===== src/rtl/gpr_halt_pkg.sv =====
// Shared types and register indices for the GPR halt sequencer.
package gpr_halt_pkg;

    typedef enum logic [1:0] {
        StIdle  = 2'd0,
        StDrain = 2'd1,
        StDump  = 2'd2,
        StDone  = 2'd3
    } halt_state_e;

    localparam int unsigned GPR_A0_IDX   = 10;
    localparam int unsigned GPR_ZERO_IDX = 0;

endpackage


===== src/rtl/gpr_drain_timer.sv =====
// Saturating DRAIN cycle counter; expired is high once DRAIN_MAX cycles have been counted.
module gpr_drain_timer #(
    parameter int unsigned DRAIN_MAX = 15
) (
    input  logic clk,
    input  logic rst_n,
    input  logic clr,
    input  logic en,
    output logic expired
);

    localparam int unsigned CW = (DRAIN_MAX > 1) ? $clog2(DRAIN_MAX + 1) : 1;
    localparam logic [CW-1:0] CNT_MAX = CW'(DRAIN_MAX);

    logic [CW-1:0] cnt_q, cnt_d;

    always_comb begin
        cnt_d = cnt_q;
        if (clr) begin
            cnt_d = '0;
        end else if (en && (cnt_q != CNT_MAX)) begin
            cnt_d = cnt_q + 1'b1;
        end
    end

    always_ff @(posedge clk or negedge rst_n) begin
        if (!rst_n) begin
            cnt_q <= '0;
        end else begin
            cnt_q <= cnt_d;
        end
    end

    assign expired = (cnt_q == CNT_MAX);

endmodule


===== src/rtl/gpr_halt_seq.sv =====
// Halt sequencer: freezes on ebreak, drains writebacks, captures a0, optionally dumps the GPRs.
// Define GPR_HALT_DUMP_EN to build the DUMP stage; otherwise DRAIN exits straight to DONE.
module gpr_halt_seq
    import gpr_halt_pkg::*;
#(
    parameter int unsigned XLEN      = 64,
    parameter int unsigned NREG      = 32,
    parameter int unsigned DRAIN_MAX = 15,
    localparam int unsigned IW       = $clog2(NREG)
) (
    input  logic            clk,
    input  logic            rst_n,
    input  logic            halt_req,
    input  logic            wb_busy,
    output logic            stall,
    output logic [IW-1:0]   rf_raddr,
    input  logic [XLEN-1:0] rf_rdata,
    output logic            dump_valid,
    input  logic            dump_ready,
    output logic [IW-1:0]   dump_idx,
    output logic [XLEN-1:0] dump_data,
    output logic [XLEN-1:0] exit_code,
    output logic            good_trap,
    output logic            drain_to,
    output logic            sim_done
);

    halt_state_e     state_q, state_d;
    logic            timer_clr, timer_en, expired, drain_exit;
    logic [XLEN-1:0] exit_code_q;
    logic            good_trap_q, drain_to_q;

    assign timer_clr  = (state_q == StIdle);
    assign timer_en   = (state_q == StDrain);
    // Leave DRAIN once writebacks settle, or force out when the timer runs out.
    assign drain_exit = (state_q == StDrain) && (!wb_busy || expired);

    gpr_drain_timer #(
        .DRAIN_MAX(DRAIN_MAX)
    ) u_drain_timer (
        .clk    (clk),
        .rst_n  (rst_n),
        .clr    (timer_clr),
        .en     (timer_en),
        .expired(expired)
    );

`ifdef GPR_HALT_DUMP_EN
    logic [IW-1:0] dump_idx_q;
    logic          dump_hs, dump_last;

    assign dump_hs   = (state_q == StDump) && dump_ready;
    assign dump_last = (dump_idx_q == IW'(NREG - 1));

    always_ff @(posedge clk or negedge rst_n) begin
        if (!rst_n) begin
            dump_idx_q <= '0;
        end else if (dump_hs) begin
            dump_idx_q <= dump_last ? '0 : dump_idx_q + 1'b1;
        end
    end

    assign dump_valid = (state_q == StDump);
    assign dump_idx   = dump_idx_q;
    // x0 is architecturally zero regardless of what the array holds.
    assign dump_data  = (dump_valid && (dump_idx_q != IW'(GPR_ZERO_IDX))) ? rf_rdata : '0;
`else
    logic unused_dump_ready;
    assign unused_dump_ready = dump_ready;
    assign dump_valid        = 1'b0;
    assign dump_idx          = '0;
    assign dump_data         = '0;
`endif

    always_comb begin
        state_d = state_q;
        unique case (state_q)
            StIdle:  if (halt_req) state_d = StDrain;
`ifdef GPR_HALT_DUMP_EN
            StDrain: if (drain_exit) state_d = StDump;
            StDump:  if (dump_hs && dump_last) state_d = StDone;
`else
            StDrain: if (drain_exit) state_d = StDone;
            StDump:  state_d = StDone;
`endif
            StDone:  state_d = StDone;
            default: state_d = StIdle;
        endcase
    end

    always_comb begin
        rf_raddr = '0;
        if (state_q == StDrain) begin
            rf_raddr = IW'(GPR_A0_IDX);
        end
`ifdef GPR_HALT_DUMP_EN
        else if (state_q == StDump) begin
            rf_raddr = dump_idx_q;
        end
`endif
    end

    always_ff @(posedge clk or negedge rst_n) begin
        if (!rst_n) begin
            state_q     <= StIdle;
            exit_code_q <= '0;
            good_trap_q <= 1'b0;
            drain_to_q  <= 1'b0;
        end else begin
            state_q <= state_d;
            if (drain_exit) begin
                exit_code_q <= rf_rdata;
                good_trap_q <= (rf_rdata == '0);
                drain_to_q  <= wb_busy;
            end
        end
    end

    // Combinational so the instruction behind ebreak is held in the same cycle.
    assign stall     = (state_q == StIdle) ? halt_req : 1'b1;
    assign sim_done  = (state_q == StDone);
    assign exit_code = exit_code_q;
    assign good_trap = good_trap_q;
    assign drain_to  = drain_to_q;

endmodule


===== config.mk =====
export PLATFORM = sky130hd
export DESIGN_NAME = gpr_halt_seq
export DESIGN_NICKNAME = d
export VERILOG_FILES = /design/src/rtl/gpr_halt_pkg.sv /design/src/rtl/gpr_drain_timer.sv /design/src/rtl/gpr_halt_seq.sv
export SDC_FILE = /design/constraint.sdc
export NUM_CORES = 1
export LEC_CHECK = 0
export ABC_CLOCK_PERIOD_IN_PS = 4200
export CORE_MARGIN = 4
export CORE_UTILIZATION = 42
export DETAILED_ROUTE_END_ITERATION = 12
export GPL_TIMING_DRIVEN = 1
export HOLD_SLACK_MARGIN = 0.06
export PLACE_DENSITY = 0.89
export SLEW_MARGIN = 0
export SYNTH_ARGS = -nofsm -noshare
export SYNTH_HDL_FRONTEND = slang
export SYNTH_SLANG_ARGS = --single-unit

===== constraint.sdc =====
create_clock -name clk -period 4.2 [get_ports clk]
set_clock_uncertainty 0.2 [all_clocks]
set_input_delay 0.63 -clock clk [delete_from_list [all_inputs] [get_ports clk]]
set_output_delay 0.63 -clock clk [all_outputs]
set_load 0.005 [all_outputs]

==> flow_metrics.py <==
metrics = {
    "global_route": {
        "grt.overflow.total": 0,
        "grt_pass1_vias": 2461,
        "antenna_found_initial": 0,
        "grt_start_max_net_pins": 73,
        "grt_use_total_pct": 15.6,
        "grt_pass1_wl_um": 12600,
    },
    "hold_path": {
        "hold_class": "in2async",
    },
    "route": {
        "drt-vias-per-instance": 4.48,
        "drc_errors": 0,
        "drt_iter0_markers": 42,
        "vias": 2338,
        "firstDrtPassIters": 4,
        "routed_wl_um": 8460,
        "wl_per_cell_um": 16.2,
        "ant_nets": 0,
    },
    "clock_network": {
        "clock-sinks": 72,
        "clk_path_buf_depth": 2,
        "clk_latency_ns": 0.33,
        "cts_setup_buffers": 0,
        "hold_buffers": 0,
        "cts.htree.levels": 3,
        "cts_tree": "yes",
        "post_cts_resized": 0,
        "clock-root-buffer": "clkbuf_8",
        "clk_pin_slew_ns": 0.09,
        "numCtsBuffers": 9,
    },
    "die": {
        "io_pins": 212,
        "dieHeight_um": 102,
        "die_area_um2": 10500,
        "rows": 34,
        "die_w_um": 102,
        "core_um2": 8680,
        "start_util_pct": 43.1,
    },
    "timing": {
        "clock.fmax_mhz": 381,
        "worst_pin_slew_ns": 0.925,
        "timing.final.hold_violations": 0,
        "fin_crit_sh_pct": 62.4,
        "setup_tns_ns": 0,
        "rsz0062_at_grt": "false",
        "whs_ns": 0.215,
        "fin_crit_ns": 2.62,
        "drv_slew": 0,
        "slew_headroom_pct": 38.3,
        "setup_violations": 0,
    },
    "cells_and_area": {
        "stdcell_count": 522,
        "final_cell_mix": "clkdlybuf4s50_1 (136), conb_1 (73), dfrtp_1 (72)",
        "layout-drive-gt1-share_pct": 21.5,
        "n_fill_cell": 726,
        "final_core_util_pct": 57.8,
        "antennaDiodeCount": 0,
        "syn2layout_area_growth_pct": 34.2,
        "final_common_cell": "clkdlybuf4s50_1",
        "finish.net_count": 479,
    },
    "setup_path": {
        "worstSetupEndpointType": "output pin",
        "worstPathRequired_ns": 3.37,
        "worstPathArrival_ns": 1.79,
        "critPathKind": "in2out",
        "start_kind": "primary input",
        "path_max_fanout": 2,
    },
    "pwr": {
        "total_leakage_power_nw": 2.20,
        "power_density_nw_per_um2": 291,
        "peakVddDrop_mv": 0.173,
    },
    "status": {
        "outcome": "complete, no violations",
    },
    "synth": {
        "synth_warnings": 0,
        "synth_area_per_cell_um2": 13.9,
        "syn_inst": 269,
        "syn_area_um2": 3740,
        "ys_seq_area_share_pct": 48.2,
        "synth.ff_latch_count": 72,
        "ys_types": 24,
    },
    "placement": {
        "dpl.cell_count": 506,
        "port_buffers": 137,
        "hpwl_um": 6440,
        "gp_congestion": 0.759,
    },
    "run": {
        "maxCapViolCount": 0,
    },
}
## path summary, 6_finish.rpt
kind,from,to,slack [ns],cells past startpoint
setup / recovery,halt_req,stall,1.58,3
hold / removal,rst_n,exit_code[27],0.21,1
setup reg to reg,u_drain_timer.cnt_q[1],exit_code[41],1.93,5
hold reg to reg,exit_code[55],exit_code[55],0.31,1
max in group asynchronous,rst_n,exit_code[12],2.97,1
min in group clk,exit_code[55],exit_code[55],0.31,1
## routing by layer
metal	vias up	GRT usage, %	part of all wire, %
met4	0	4.24	0.50
met5	-	0	0
met2	117	26.2	50
met3	5	4.16	9.0
met1	1141	20.0	41
li1	1075	-	-
## critical path, stage by stage
cell	delay [ns]
clkdlybuf4s50_1	0.40
or3_1	0.31
clkdlybuf4s50_1	0.45
## through the flow
step | instance area (um^2) | power, mW | setup WS (ns)
2_1_floorplan | 4010 | 0.864 | 2.37
3_3_place_gp | 4840 | 0.970 | 1.58
3_5_place_dp | 4840 | 0.975 | 1.59
4_1_cts | 5020 | 1.48 | 1.58
5_1_grt | 5020 | 1.54 | 1.52
6_report | 5020 | 1.46 | 1.58
## area by class of cell
| cell class | count | area (um^2) | share of cell area, % |
|---|---|---|---|
| Sequential cell | 72 | 1800 | 35.9 |
| Multi-Input combinational cell | 185 | 1510 | 30.1 |
| Timing Repair Buffer | 139 | 1380 | 27.6 |
| Tap cell | 108 | 135 | 2.69 |
| Clock buffer | 9 | 124 | 2.47 |
| Clock inverter | 7 | 55.1 | 1.10 |
| Inverter | 2 | 7.51 | 0.150 |
## report_power, final
group	switching, mW	internal, mW	leakage, nW
sequential	0.0173	0.724	0.847
combinational	0.0767	0.144	1.26
clock	0.276	0.219	0.0862
## sequential cells by signal (all words and copies together), names as in the netlist
register,count
state_q,2
drain_to,1
good_trap,1
exit_code,64
u_drain_timer.cnt_q,4
## synthesized netlist by cell type (all sizes together)
cell   instances  area [um^2]
o22a           1         8.76
and3           1         6.26
dfrtp         72         1800
buf           82          691
nor2           2         7.51
nand4          5         31.3
nor4          17          106
inv            2         7.50
and2           1         6.26
a21oi          4         31.3
nand2          5         26.3
mux2          66          931
conb           1         3.75
o21ai          2         10.0
nand3          1         10.0
a22o           3         26.3
ha             1         12.5
or3            2         12.5
a41oi          1         8.76
## cells by family after synthesis
family                   synth area share (%)
AO/OA/AOI/OAI                            2.28
flip-flops                               48.2
multiplexers                             24.9
buffers and inverters                    18.7
adder cells (fa/ha/maj)                 0.335
other                                   0.100
AND/OR/NAND/NOR                          5.52
(Power assumes the default switching activity.)
